### src/rtl/uart_rx_pkg.sv
// Shared UART receiver constants and FSM state encoding.
// Oversampling ratio and sample points are common with the transmitter.
package uart_rx_pkg;

  localparam int          OVERSAMPLE = 16;
  localparam logic [3:0]  MID_START  = 4'd7;
  localparam logic [3:0]  LAST_TICK  = 4'(OVERSAMPLE - 1);

  typedef enum logic [3:0] {
    IDLE  = 4'b0001,
    START = 4'b0010,
    DATA  = 4'b0100,
    STOP  = 4'b1000
  } rx_state_e;

endpackage

### src/rtl/uart_sync2.sv
// Two-flop synchronizer for a single asynchronous input.
// Reset value is a parameter so idle-high lines do not glitch out of reset.
module uart_sync2 #(
  parameter logic RESET_VAL = 1'b1
) (
  input  logic clk,
  input  logic reset,
  input  logic d,
  output logic q
);

  logic meta_q;
  logic sync_q;

  always_ff @(posedge clk or posedge reset) begin
    if (reset) begin
      meta_q <= RESET_VAL;
      sync_q <= RESET_VAL;
    end else begin
      meta_q <= d;
      sync_q <= meta_q;
    end
  end

  assign q = sync_q;

endmodule

### src/rtl/uart_rx.sv
// UART receiver: recovers start/data/stop frames from rx using a 16x baud tick,
// delivers each word on d_out with a one-cycle rx_done strobe and flags bad stop bits.
module uart_rx
  import uart_rx_pkg::*;
#(
  parameter int DATA_BITS = 8,
  parameter int STOP_BITS = 1
) (
  input  logic                 clk,
  input  logic                 reset,
  input  logic                 tick,
  input  logic                 rx,
  output logic [DATA_BITS-1:0] d_out,
  output logic                 rx_done,
  output logic                 frame_err,
  output logic                 busy
);

  localparam logic [3:0] LAST_DATA = 4'(DATA_BITS - 1);
  localparam logic [3:0] LAST_STOP = 4'(STOP_BITS - 1);

  rx_state_e            state_q, state_d;
  logic [3:0]           tick_cnt_q, tick_cnt_d;
  logic [3:0]           bit_cnt_q, bit_cnt_d;
  logic [DATA_BITS-1:0] shift_q, shift_d;
  logic [DATA_BITS-1:0] d_out_q, d_out_d;
  logic                 err_q, err_d;
  logic                 armed_q, armed_d;
  logic                 rx_done_q, rx_done_d;
  logic                 frame_err_q, frame_err_d;
  logic                 busy_q, busy_d;
  logic                 rx_s;

  uart_sync2 #(.RESET_VAL(1'b1)) u_sync (
    .clk   (clk),
    .reset (reset),
    .d     (rx),
    .q     (rx_s)
  );

  always_comb begin
    // NOTE: every _d defaults to its _q first so no path through the case infers a latch.
    state_d     = state_q;
    tick_cnt_d  = tick_cnt_q;
    bit_cnt_d   = bit_cnt_q;
    shift_d     = shift_q;
    d_out_d     = d_out_q;
    err_d       = err_q;
    armed_d     = armed_q;
    rx_done_d   = 1'b0;
    frame_err_d = frame_err_q;

    case (state_q)
      IDLE: begin
        if (rx_s) armed_d = 1'b1;
        if (armed_q && !rx_s) begin
          state_d    = START;
          tick_cnt_d = 4'd0;
        end
      end
      START: begin
        if (tick) begin
          if (tick_cnt_q == MID_START) begin
            if (rx_s) begin
              state_d = IDLE;
            end else begin
              state_d    = DATA;
              tick_cnt_d = 4'd0;
              bit_cnt_d  = 4'd0;
              err_d      = 1'b0;
            end
          end else begin
            tick_cnt_d = tick_cnt_q + 4'd1;
          end
        end
      end
      DATA: begin
        if (tick) begin
          tick_cnt_d = tick_cnt_q + 4'd1;
          if (tick_cnt_q == LAST_TICK) begin
            shift_d = {rx_s, shift_q[DATA_BITS-1:1]};
            if (bit_cnt_q == LAST_DATA) begin
              bit_cnt_d = 4'd0;
              state_d   = STOP;
            end else begin
              bit_cnt_d = bit_cnt_q + 4'd1;
            end
          end
        end
      end
      STOP: begin
        if (tick) begin
          tick_cnt_d = tick_cnt_q + 4'd1;
          if (tick_cnt_q == LAST_TICK) begin
            if (!rx_s) err_d = 1'b1;
            if (bit_cnt_q == LAST_STOP) begin
              d_out_d     = shift_q;
              frame_err_d = err_q | ~rx_s;
              rx_done_d   = 1'b1;
              bit_cnt_d   = 4'd0;
              // A low final stop bit is a break: wait for the line to go high again.
              armed_d     = rx_s;
              state_d     = IDLE;
            end else begin
              bit_cnt_d = bit_cnt_q + 4'd1;
            end
          end
        end
      end
      default: begin
        state_d = IDLE;
        armed_d = 1'b0;
      end
    endcase

    busy_d = (state_d != IDLE);
  end

  always_ff @(posedge clk or posedge reset) begin
    if (reset) begin
      state_q     <= IDLE;
      tick_cnt_q  <= 4'd0;
      bit_cnt_q   <= 4'd0;
      shift_q     <= '0;
      d_out_q     <= '0;
      err_q       <= 1'b0;
      armed_q     <= 1'b1;
      rx_done_q   <= 1'b0;
      frame_err_q <= 1'b0;
      busy_q      <= 1'b0;
    end else begin
      // NOTE: state flops use non-blocking assignments so all update from the same pre-edge values.
      state_q     <= state_d;
      tick_cnt_q  <= tick_cnt_d;
      bit_cnt_q   <= bit_cnt_d;
      shift_q     <= shift_d;
      d_out_q     <= d_out_d;
      err_q       <= err_d;
      armed_q     <= armed_d;
      rx_done_q   <= rx_done_d;
      frame_err_q <= frame_err_d;
      busy_q      <= busy_d;
    end
  end

  assign d_out     = d_out_q;
  assign rx_done   = rx_done_q;
  assign frame_err = frame_err_q;
  assign busy      = busy_q;

endmodule

### config.mk
export PLATFORM = sky130hd
export DESIGN_NAME = uart_rx
export DESIGN_NICKNAME = d
export VERILOG_FILES = /design/src/rtl/uart_rx_pkg.sv /design/src/rtl/uart_sync2.sv /design/src/rtl/uart_rx.sv
export SDC_FILE = /design/constraint.sdc
export NUM_CORES = 1
export LEC_CHECK = 0
export ABC_AREA = 0
export CAP_MARGIN = 20
export CORE_ASPECT_RATIO = 1.1
export CORE_MARGIN = 1.5
export CORE_UTILIZATION = 55
export DETAILED_ROUTE_END_ITERATION = 16
export DONT_BUFFER_PORTS = 1
export GPL_TIMING_DRIVEN = 0
export MAX_ROUTING_LAYER = met4
export PLACE_DENSITY = 0.73
export SLEW_MARGIN = 30
export SYNTH_ARGS = -nofsm -noshare
export SYNTH_HDL_FRONTEND = slang
export SYNTH_SLANG_ARGS = --single-unit
### constraint.sdc
create_clock -name clk -period 2.1 [get_ports clk]
set_input_delay 0.21 -clock clk [delete_from_list [all_inputs] [get_ports clk]]
set_output_delay 0.21 -clock clk [all_outputs]
set_load 0.05 [all_outputs]
==> results of run 1 <==
-- registers in the layout, indices dropped and copies added, names as in the netlist --
register	count
armed_q	1
shift_q	8
frame_err	1
u_sync.meta_q	1
rx_done	1
bit_cnt_q	4
busy	1
u_sync.q	1
tick_cnt_q	4
err_q	1
d_out	8
state_q	4
-- layout make-up --
| class | count | share of cell area, % |
|---|---|---|
| multi-input cells | 98 | 41.8 |
| clock inverters | 1 | 0.394 |
| well taps | 34 | 2.23 |
| flip-flops and latches | 35 | 46.2 |
| inverters | 10 | 1.97 |
| clock buffers | 7 | 2.36 |
| plain buffers | 6 | 2.43 |
| repair buffers | 6 | 2.63 |
-- Yosys cell counts, types with 2 or more instances --
cell type / number / area (sq um)
a21oi_1: 2 / 10.0
a22o_1: 3 / 26.3
a32o_1: 2 / 20.0
and3_1: 2 / 12.5
buf_2: 4 / 20.0
clkbuf_1: 2 / 7.51
dfrtp_1: 31 / 776
dfstp_2: 4 / 105
ha_1: 3 / 37.5
inv_1: 10 / 37.5
mux2_2: 18 / 203
mux2i_1: 2 / 20.0
nand2_1: 12 / 45.0
nand3_1: 6 / 30.0
nand3b_1: 3 / 22.5
nor2_1: 4 / 15.0
nor2b_1: 2 / 12.5
nor3_1: 2 / 10.0
nor3b_1: 4 / 30.0
o21ai_0: 7 / 35.0
o21ai_1: 2 / 10.0
o2bb2ai_1: 3 / 26.3
-- worst max-delay path: stages, from the launching register on --
cell and delay (ns):
dfrtp_1 0.38, buf_6 0.12, or4b_4 0.56, or3_4 0.41
buf_6 0.13, a22o_1 0.17, a32o_1 0.20
-- logic make-up (layout without fill, tap and decap cells) --
| group | count (synthesis) | after routing | synth area share (%) |
|---|---|---|---|
| buffers and inverters | 17 | 30 | 4.45 |
| DFF | 35 | 35 | 51.3 |
| adders and majority gates | 3 | 3 | 2.19 |
| AOI/OAI and AO/OA | 28 | 28 | 12.3 |
| xor gates and xnor gates | 1 | 1 | 0.511 |
| muxes | 20 | 20 | 13.0 |
| and+or+nand+nor | 46 | 46 | 16.3 |
-- through the flow --
stage	hold WS [ns]	TNS, ns	utilization, %	worst slack, ns	area (sq um)
floorplan	0.214	0	-	0.0995	1720
finish	0.147	0	63.1	0.0466	1910
global placement	0.215	-0.410	58.2	-0.0836	1760
global route	0.163	-0.0152	63.1	-0.0152	1910
CTS	0.144	0	61.2	0.0174	1850
detailed placement	0.215	-0.404	58.2	-0.0869	1760
-- where the power goes --
| group | switching (uW) | leakage (uW) | internal (uW) |
|---|---|---|---|
| registers | 60.1 | 0.000473 | 729 |
| logic | 129 | 0.000398 | 110 |
| clock network | 219 | 0.0000255 | 132 |
| total | 408 | 0.000897 | 970 |
-- final timing paths --
| check | from | to | slack (ns) | cells after the start |
|---|---|---|---|---|
| max in group asynchronous | reset | busy | 1.21 | 2 |
| min reg2reg | u_sync.meta_q | u_sync.q | 0.36 | 0 |
| max reg2reg | state_q[2] | bit_cnt_q[3] | 0.05 | 6 |
| min in group asynchronous | reset | bit_cnt_q[2] | 0.42 | 2 |
| max | state_q[2] | bit_cnt_q[3] | 0.05 | 6 |
| min | tick | state_q[2] | 0.15 | 3 |
-- repair_timing --
item                                   CTS  global route
gates resized for setup                  3             8
gates cloned                             0             0
pin swaps                                0             2
setup buffers                            1             3
hold buffers                             2             0
endpoints found under the hold margin   32             0
setup endpoints to repair                6             6
-- per-layer routing --
metal | global-route usage, % | wire length (um)
met1 | 23.1 | 1300
met4 | 10.2 | 49
met2 | 32.1 | 1480
met5 | - | 0
met3 | 5.46 | 133
==> results.md, run 1 <==
- Status: finished, final reports clean
- GRT Overall Usage: 19.9%
- Setup CP Type: register to register
- Most frequent cells in the layout: dfrtp_1 (31), mux2_2 (18), nand2_1 (11)
- Max clock buf depth: 2
- Synth Flop Type: dfrtp_1
- Post-synth ARST share: 100%
- Routability cong.: 0.848
- Multi-input logic area: 796 sq um
- EDFF count, synth: 0
- Remaining routing DRC violations: 0
- Pwr/cell area: 723 nW/um^2
- Synth Net Count: 157
- Total wire length: 2.96 mm
- Die Height: 61.6 um
- Share of layout cells above drive strength 1: 29.4%
- Drt pass-1 iters: 4
- Syn_area_per_cell: 11.4 sq um
- Final nets: 169
- Fmax: 0.487 GHz
- Startpoint types: register
- CP Max Fanout: 6
- Diode count: 0
- HPWL after DPL: 2.06 mm
- Fill cell count: 223
- Sequential element share of the synthesized area: 51.3%
- Clock skew: 0.0202 ns
- Register area: 881 sq um
- Max cap viols: 0
- Buffers added on ports: 0
- CP required: 2.35 ns
- H-tree depth: 2
- Largest net degree at the start of global routing: 36
- Cell Rows: 21
- Worst slew pin tran: 0.699 ns
- First-pass GRT wire length: 4.97 mm
- Clock latency on the worst-skew pair: 0.34 ns
- Post-Syn Area: 1720 sq um
- Peak VDD IR: 0.000597 V
- CTS buffer count: 5
- Initial Util: 56.8%
- Crit end category: register
- Root Buffer: clkbuf_4
- Area grow syn2layout: 11.1%
- CTS sink cnt: 35
- Final setup fails: 0
- Vias in the first global route: 1126
- Worst Path Arrival: 2.30 ns
- Vias per cell: 5.96
- Hold crit path type: input pin to register
- Placed insts: 184
- Post-route clock period utilization: 97.8%
- Slew HR: 53.3%
- Most common cell after layout, fill and taps aside: dfrtp_1
- Tmin final: 2.05 ns
- Syn Inst Count: 150
- CTS tree: built
- ANT nets after route: 0
- Non-filler cells, final: 197
- Reg clk slew, reported paths: 0.12 ns
- GRT overflow: 0
- Syn. warnings: 0
- Synth cell types: 44
- Flops & latches, synth: 35
- Top Ports: 15
- Fin. max-slew vios: 0
- Avg WL per Cell: 15.0 um
- Initial antenna violation count: 0
- Routed via count: 1175
- DRC violation total after the first TritonRoute iteration: 40
- Core area: 3020 sq um
- RSZ-0062 raised after global routing: true
- Total power: 1380 uW
- Die area: 3460 sq um
- Final Hold Viols: 0
- Die W: 56.3 um
- Leak pwr: 0.000897 uW
Power figures use the tool's default switching activity.
==> run 2: changes to the inputs <==
CORE_UTILIZATION = 25   (was 55)
GPL_TIMING_DRIVEN = 1   (was 0)
HOLD_SLACK_MARGIN = 0.12   (was not set)
PLACE_DENSITY = not set   (was 0.73)
==> results.md, run 2 (same netlist as run 1, synthesis figures left out) <==
- CTS sink cnt: 35 (unchanged)
- CP cell instances: or4b_4 -> or3_1 -> a22o_1 -> a32o_1 (was buf_6 -> or4b_4 -> or3_4 -> buf_6 -> a22o_1 -> a32o_1)
- Clock skew: 0.0108 ns (was 0.0202 ns)
- Fmax: 0.506 GHz (was 0.487 GHz)
- Final setup fails: 0 (unchanged)
- Max clock buf depth: 2 (unchanged)
- First-pass GRT wire length: 5.64 mm (was 4.97 mm)
- Fin. max-slew vios: 0 (unchanged)
- Final setup margin: 0.125 ns (was 0.0466 ns)
- CTS tree: built (unchanged)
- Die W: 82.0 um (was 56.3 um)
- GRT overflow: 0 (unchanged)
- Area grow syn2layout: 15.8% (was 11.1%)
- Top Metal Used: met4 (unchanged)
- Vias per cell: 4.79 (was 5.96)
- Worst slack at placement: 0.137 ns (was -0.0869 ns)
- Leak pwr: 0.000923 uW (was 0.000897 uW)
- Sw Ratio: 26.8% (was 29.6%)
- Post-route clock period utilization: 94.1% (was 97.8%)
- Met3 routed WL: 161 um (was 133 um)
- Avg WL per Cell: 13.3 um (was 15.0 um)
- Most frequent cells in the layout: dfrtp_1 (31), mux2_2 (18), nand2_1 (12) (was dfrtp_1 (31), mux2_2 (18), nand2_1 (11))
- H-tree depth: 2 (unchanged)
- Internal Pwr Total: 1200 uW (was 970 uW)
- Setup CP Type: register to register (unchanged)
- Tmin final: 1.98 ns (was 2.05 ns)
- Largest net degree at the start of global routing: 36 (unchanged)
- Drt pass-1 iters: 4 (unchanged)
- Final nets: 168 (was 169)
- Share of layout cells above drive strength 1: 27.8% (was 29.4%)
- Buffers added on ports: 0 (unchanged)
- Slew HR: 67.9% (was 53.3%)
- GRT Overall Usage: 10.2% (was 19.9%)
- RSZ-0062 raised after global routing: false (was true)
- Total power: 1640 uW (was 1380 uW)
- Diode count: 0 (unchanged)
- Peak VDD IR: 0.000381 V (was 0.000597 V)
- Die area: 7370 sq um (was 3460 sq um)
- Routability cong.: 0.772 (was 0.848)
- Total wire length: 3.25 mm (was 2.96 mm)
- Routed via count: 1168 (was 1175)
- Core area: 6590 sq um (was 3020 sq um)
- Seq pwr share: 48.3% (was 57.2%)
- Root Buffer: clkbuf_8 (was clkbuf_4)
- P_sw: 440 uW (was 408 uW)
- Status: finished, final reports clean (unchanged)
- DR WL met2: 1.43 mm (was 1.48 mm)
- CP top delay family: simple AND/OR/NAND/NOR gates (unchanged)
- CP Max Fanout: 7 (was 6)
- Setup TNS: 0 ns (unchanged)
- Top Ports: 15 (unchanged)
- Crit-path max cell delay: 0.57 ns (was 0.56 ns)
- ANT nets after route: 0 (unchanged)
- Combinational share of power: 15.0% (was 17.3%)
- Slowest cell on crit path: or4b_4 (unchanged)
- Crit end category: register (unchanged)
- Clk network pwr share: 36.8% (was 25.5%)
- Worst slew pin tran: 0.482 ns (was 0.699 ns)
- Worst path buffer plus inverter count: 0 (was 2)
- Initial Util: 26.0% (was 56.8%)
- Cell Rows: 31 (was 21)
- Max cap viols: 0 (unchanged)
- Vias in the first global route: 1148 (was 1126)
- Hold crit path type: input pin to register (unchanged)
- DRC violation total after the first TritonRoute iteration: 74 (was 40)
- Clock latency on the worst-skew pair: 0.29 ns (was 0.34 ns)
- Met1 WL: 1.60 mm (was 1.30 mm)
- Die Height: 89.9 um (was 61.6 um)
- Remaining routing DRC violations: 0 (unchanged)
- Worst Path Arrival: 2.15 ns (was 2.30 ns)
- Most common cell after layout, fill and taps aside: dfrtp_1 (unchanged)
- Final Hold Viols: 0 (unchanged)
- Startpoint types: register (unchanged)
- CP required: 2.28 ns (was 2.35 ns)
- CTS buffer count: 5 (unchanged)
- Fin util: 30.1% (was 63.1%)
- Pwr/cell area: 827 nW/um^2 (was 723 nW/um^2)
- HPWL after DPL: 2.25 mm (was 2.06 mm)
- Initial antenna violation count: 0 (unchanged)
- Reg clk slew, reported paths: 0.08 ns (was 0.12 ns)
## run 2: cell count changes in the layout (fill, tap and decap cells not counted), sizes merged
cell,change
buf,+2
bufinv,+1
clkbuf,-5
clkinv,+2
clkinvlp,-1
## run 2: power by group through the flow
stage          clock, uW  sequential, uW  combinational, uW
2_1_floorplan          0             778                200
6_report             604             793                246
3_3_place_gp           0             805                237
3_5_place_dp           0             803                238
5_1_grt              659             802                274
4_1_cts              623             791                242
## run 2: metrics by stage
stage	cell area, sq um	cells	hold WS (ns)
final	1990	244	0.209
after detailed placement	1850	234	0.215
after floorplan	1720	150	0.214
after global routing	1990	244	0.227
after global placement	1850	234	0.215
after CTS	1980	244	0.195
## run 2: worst register-to-register path, cell delays in order, from the launching register on
cell and delay, ns:
dfrtp_1 0.38, or4b_4 0.57, or3_1 0.48, a22o_1 0.23, a32o_1 0.20
## run 2: what timing repair did
| item | in CTS | in global routing |
|---|---|---|
| endpoints found under the hold margin | 32 | 0 |
| buffers inserted | 0 | 0 |
| setup endpoints to repair | 0 | 3 |
| resized for setup | 0 | 1 |
| hold buffers | 2 | 0 |
## run 2: path summary, 6_finish.rpt
kind | slack [ns] | from | cells after the start | to
max | 0.12 | state_q[2] | 4 | bit_cnt_q[3]
min | 0.21 | tick | 3 | state_q[2]
max reg2reg | 0.12 | state_q[2] | 4 | bit_cnt_q[3]
min reg2reg | 0.38 | u_sync.meta_q | 0 | u_sync.q
max in group asynchronous | 1.28 | reset | 3 | u_sync.q
min in group asynchronous | 0.47 | reset | 3 | bit_cnt_q[1]
## run 2: layer usage
metal / up-vias / GRT usage [%]
li1: 568 / -
met1: 573 / 13.3
met2: 21 / 14.0
met3: 6 / 3.86
met4: 0 / 4.24
met5: - / -
## run 2: layout make-up
cell class | instances | area, sq um
clock inverters | 3 | 43.8
fillers | 682 | 4610
flip-flops and latches | 35 | 881
multi-input cells | 98 | 764
clock buffers | 5 | 68.8
repair buffers | 11 | 87.6
inverters | 10 | 37.5
well taps | 82 | 103
